### config.mk
export PLATFORM = sky130hd
export DESIGN_NAME = pattern_encoder
export DESIGN_NICKNAME = d
export VERILOG_FILES = /design/src/rtl/pattern_encoder.sv
export SDC_FILE = /design/constraint.sdc
export NUM_CORES = 1
export LEC_CHECK = 0
export ABC_AREA = 1
export CORE_ASPECT_RATIO = 1.4
export CORE_MARGIN = 4
export CORE_UTILIZATION = 50
export CTS_CLUSTER_SIZE = 10
export DETAILED_ROUTE_END_ITERATION = 6
export MAX_ROUTING_LAYER = met4
export PLACE_DENSITY = 0.79
export SLEW_MARGIN = 20
export SYNTH_ARGS = -nofsm -noshare
export SYNTH_HDL_FRONTEND = slang
export SYNTH_SLANG_ARGS = --single-unit
export TNS_END_PERCENT = 5
### constraint.sdc
create_clock -name clock -period 2 [get_ports clock]
set_input_delay 0.3 -clock clock [delete_from_list [all_inputs] [get_ports clock]]
set_output_delay 0.3 -clock clock [all_outputs]
set_load 0.01 [all_outputs]
### src/rtl/pattern_encoder.sv
// Pattern token compiler: validates a token stream and writes one 8-bit
// pattern word per token into the pattern RAM, closing the program with END.
module pattern_encoder #(
  parameter int unsigned DEPTH = 32,
  parameter int unsigned AW    = $clog2(DEPTH)
) (
  input  logic          clock,
  input  logic          reset,
  input  logic          start,
  input  logic          tok_valid,
  output logic          tok_ready,
  input  logic [2:0]    tok_op,
  input  logic [3:0]    tok_arg,
  output logic          mem_we,
  output logic [AW-1:0] mem_addr,
  output logic [7:0]    mem_wdata,
  output logic          done,
  output logic          error,
  output logic [1:0]    err_code,
  output logic [AW:0]   length
);

  localparam int unsigned LW = AW + 1;

  localparam logic [2:0] IDLE  = 3'd0;
  localparam logic [2:0] RUN   = 3'd1;
  localparam logic [2:0] GROUP = 3'd2;
  localparam logic [2:0] DONE  = 3'd3;
  localparam logic [2:0] ERR   = 3'd4;

  localparam logic [2:0] OP_LIT    = 3'd0;
  localparam logic [2:0] OP_ANY    = 3'd1;
  localparam logic [2:0] OP_NEXT2  = 3'd2;
  localparam logic [2:0] OP_NEXT3  = 3'd3;
  localparam logic [2:0] OP_EXACT  = 3'd4;
  localparam logic [2:0] OP_UPTO   = 3'd5;
  localparam logic [2:0] OP_FINISH = 3'd6;

  localparam logic [1:0] ERR_BAD   = 2'd1;
  localparam logic [1:0] ERR_GROUP = 2'd2;
  localparam logic [1:0] ERR_FULL  = 2'd3;

  logic [2:0]    state_q, state_d;
  logic [1:0]    cnt_q, cnt_d;
  logic [AW-1:0] addr_q, addr_d;
  logic [LW-1:0] len_d;
  logic          we_q, we_d;
  logic [AW-1:0] maddr_d;
  logic [7:0]    wdata_d;
  logic          done_d, error_d, ready_d;
  logic [1:0]    code_d;
  logic [7:0]    word;
  logic          bad, full, hs;

  // Reset is sampled synchronously, but a write registered just before it
  // must not reach the RAM.
  assign mem_we = we_q & ~reset;

  assign hs   = tok_valid & tok_ready & ~start;
  assign full = (addr_q == AW'(DEPTH - 1));
  assign bad  = (tok_op == 3'd7) ||
                (((tok_op == OP_EXACT) || (tok_op == OP_UPTO)) && (tok_arg == 4'd0));

  // Token to pattern word
  always_comb begin
    word = 8'h00;
    case (tok_op)
      OP_LIT:   word = {6'b000100, tok_arg[1:0]};
      OP_ANY:   word = 8'h20;
      OP_NEXT2: word = 8'h21;
      OP_NEXT3: word = 8'h22;
      OP_EXACT: word = {4'h0, tok_arg};
      OP_UPTO:  word = {4'h3, 4'(5'd16 - 5'(tok_arg))};
      default:  word = 8'h00;
    endcase
  end

  // Next state and next register values
  always_comb begin
    state_d = state_q;
    cnt_d   = cnt_q;
    addr_d  = addr_q;
    len_d   = length;
    we_d    = 1'b0;
    maddr_d = mem_addr;
    wdata_d = mem_wdata;
    done_d  = done;
    error_d = error;
    code_d  = err_code;
    if (start) begin
      state_d = RUN;
      cnt_d   = 2'd0;
      addr_d  = '0;
      len_d   = '0;
      done_d  = 1'b0;
      error_d = 1'b0;
      code_d  = 2'd0;
    end else if (hs) begin
      if ((state_q == GROUP) && (tok_op != OP_LIT)) begin
        state_d = ERR;
        error_d = 1'b1;
        code_d  = ERR_GROUP;
      end else if ((state_q != GROUP) && bad) begin
        state_d = ERR;
        error_d = 1'b1;
        code_d  = ERR_BAD;
      end else if (full && (tok_op != OP_FINISH)) begin
        state_d = ERR;
        error_d = 1'b1;
        code_d  = ERR_FULL;
      end else begin
        we_d    = 1'b1;
        maddr_d = addr_q;
        wdata_d = word;
        addr_d  = addr_q + AW'(1);
        len_d   = length + LW'(1);
        if (state_q == GROUP) begin
          cnt_d = cnt_q - 2'd1;
          if (cnt_q == 2'd1) state_d = RUN;
        end else begin
          case (tok_op)
            OP_NEXT2: begin state_d = GROUP; cnt_d = 2'd2; end
            OP_NEXT3: begin state_d = GROUP; cnt_d = 2'd3; end
            OP_FINISH: begin state_d = DONE; done_d = 1'b1; end
            default: ;
          endcase
        end
      end
    end
    ready_d = (state_d == RUN) || (state_d == GROUP);
  end

  always_ff @(posedge clock) begin
    if (reset) begin
      state_q   <= IDLE;
      cnt_q     <= 2'd0;
      addr_q    <= '0;
      length    <= '0;
      we_q      <= 1'b0;
      mem_addr  <= '0;
      mem_wdata <= 8'h00;
      done      <= 1'b0;
      error     <= 1'b0;
      err_code  <= 2'd0;
      tok_ready <= 1'b0;
    end else begin
      state_q   <= state_d;
      cnt_q     <= cnt_d;
      addr_q    <= addr_d;
      length    <= len_d;
      we_q      <= we_d;
      mem_addr  <= maddr_d;
      mem_wdata <= wdata_d;
      done      <= done_d;
      error     <= error_d;
      err_code  <= code_d;
      tok_ready <= ready_d;
    end
  end

endmodule

==> reports/qor.yml <==
outcome:
  status: "complete, no violations"
sta:
  setup_viol: 0
  period_needed_ps: 1840
  rsz0062_at_grt: "false"
  drv_slew: 0
  post-route-period-util: 0.919
  finClkSkew_ps: 6.16
  fin_setup_tns_ps: 0
  max_freq_mhz: 544
  hold_slack_ps: 459
  finalHoldViolations: 0
run:
  maxCapViolations: 0
synth:
  avgSynthCellArea_um2: 7.52
  synthTopCellsByArea: "dfxtp_1, nand2_1, a21oi_1"
  yosys_warnings: 0
  synth_edf_count: 0
  ys_types: 33
  netlist_area_um2: 1640
  ys.flop_type: "dfxtp_1"
  ys_top_cells_by_count: "nand2_1, dfxtp_1, a21oi_1, nor2_1, inv_1"
  async_flop_share: 0
  synth_seq_cells: 33
  yosysTopAreaCellShare: 0.403
  yosys.area.top_type: "dfxtp_1"
  syn_inst: 218
  yosysMostFrequentCell: "nand2_1"
  yosysSeqAreaShare: 0.403
clock_network:
  cts_resized: 0
  worstSkewPairLatency_ps: 280
  cts-hold-fix-buffers: 0
  post_cts_buffers: 0
  htree_levels: 2
  cts_tree: "done"
  cts.clk_slew.worst_paths_ps: 70
  clock-sinks: 33
  root_buffer: "clkbuf_8"
  clock_path_buffers: 2
  cts-buffers-inserted: 5
power:
  powerDensity_nw_per_um2: 605
  switching_share: 0.251
  pwr-share-seq: 0.512
  p_sw_uw: 331
  leakage_nw: 0.867
  intPower_uw: 990
  max-vdd-ir-drop_mv: 0.622
  total_power_mw: 1.32
  clkPwrFrac: 0.360
  comb_power_share: 0.128
global_routing:
  gr-total-overflow: 0
  grt_start_max_net_pins: 19
  grt_pass1_wl_mm: 6.35
  grt_usage: 0.196
  grt_pass1_vias: 1491
  antenna_found_initial: 0
floorplanning:
  die_area_um2: 4270
  core_area_um2: 3120
  row_count: 24
  die_h_um: 75.8
  initial_core_util: 0.525
  die_w_um: 56.4
  ios: 36
worst_setup_path:
  rrSetupSlack_ps: 160
  crit_type: "reg -> reg"
  cp-start-kind: "register"
  critical_path.max_fanout: 11
  cp.arrival_ps: 2020
  r2r_cells: 9
  worst_setup_path_end_kind: "register"
  required_ps: 2180
place:
  portBuffers: 33
  dpl_cell_area_um2: 2100
  gp_congestion: 0.845
  dp_hpwl_mm: 2.81
cells_and_area:
  final_core_util: 0.699
  num_antenna_cells: 0
  drive_gt1_frac: 0.137
  areaGrowthSynthToFinish_pct: 33.0
  filler_cell_count: 268
  nets: 285
  fin_area_um2: 2180
detailed_routing:
  viasPerCell: 5.16
  drtPass1Iterations: 4
  post_drt_wl_per_cell_um: 12.0
  drtAntennaViolNets: 0
  totalWireLength_mm: 3.72
  first_iter_violations: 25
  vias: 1593
  drc: 0
worst_hold_path:
  min_path_cells: 2
  hp-class: "reg -> reg"
per-layer routing:
layer / GRT usage / part of all wire / wire (µm) / up-vias
li1: - / - / - / 819
met1: 0.226 / 0.43 / 1610 / 729
met3: 0.0492 / 0.039 / 145 / 10
met2: 0.328 / 0.50 / 1870 / 35
met5: - / 0 / 0 / -
met4: 0.0818 / 0.026 / 96 / 0
cells in the final DEF (no fill, tap or decap), types with 2 or more instances in the layout:
master / count
o21ai_1: 4
nand3_2: 2
inv_1: 20
buf_4: 16
clkbuf_8: 5
a32oi_1: 2
xnor2_1: 4
clkinv_2: 2
nand3_1: 9
dfxtp_1: 33
a21oi_1: 24
nor2_1: 22
o21ai_0: 13
nand2_1: 47
conb_1: 2
a21oi_2: 2
ha_1: 5
nor3_1: 4
nand4_1: 4
inv_2: 2
clkdlybuf4s50_1: 33
state kept, by name, summed over array words and instances (netlist names):
| name | count |
|---|---|
| we_q | 1 |
| length | 6 |
| cnt_q | 2 |
| done | 1 |
| tok_ready | 1 |
| mem_addr | 5 |
| mem_wdata | 6 |
| err_code | 2 |
| addr_q | 5 |
| error | 1 |
| state_q | 3 |
critical path, stage by stage (launching register included):
cell and delay [ps]:
dfxtp_1 390, ha_1 210, inv_1 60, nor3_1 180, ha_1 190, nand2_1 120
nand3_4 150, buf_4 180, nor2_1 60, o21a_1 180
kinds of logic (layout without fill, tap and decap cells):
| kind of cell | after synthesis | in the layout | synth area share |
|---|---|---|---|
| AND/OR/NAND/NOR | 93 | 93 | 0.255 |
| AO/OA/AOI/OAI | 50 | 50 | 0.176 |
| flip-flops | 33 | 33 | 0.403 |
| buffers and inverters | 31 | 82 | 0.0992 |
| adder cells (fa/ha/maj) | 5 | 5 | 0.0381 |
| XOR/XNOR | 5 | 5 | 0.0267 |
| other | 1 | 2 | 0.00229 |
path summary, 6_finish.rpt:
| check | from | endpoint |
|---|---|---|
| setup reg to reg | addr_q[0] | addr_q[0] |
| hold reg to reg | cnt_q[1] | cnt_q[1] |
| setup / recovery | addr_q[0] | addr_q[0] |
| hold / removal | cnt_q[1] | cnt_q[1] |
per-stage QoR:
step / worst slack (ps) / instances
2_1_floorplan: 340 / 219
3_3_place_gp: 40.6 / 301
3_5_place_dp: 4.29 / 301
4_1_cts: 134 / 309
5_1_grt: 3.05 / 309
6_report: 161 / 309
power by group through the flow:
stage / clock network, mW / logic, mW / registers [mW]
floorplan: 0 / 0.0884 / 0.694
global placement: 0 / 0.166 / 0.690
detailed placement: 0 / 0.167 / 0.691
CTS: 0.487 / 0.169 / 0.676
global route: 0.517 / 0.188 / 0.677
finish: 0.475 / 0.170 / 0.676
layout make-up:
type                       instances  area, µm²  share of cell area
multi-input combinational        155        825               0.378
sequential                        33        661               0.303
timing repair buffer              50        470               0.216
inverter                          24       95.1              0.0436
clock buffer                       6       72.6              0.0333
tap                               39       48.8              0.0224
clock inverter                     2       10.0             0.00459
(Power assumes the default switching activity.)
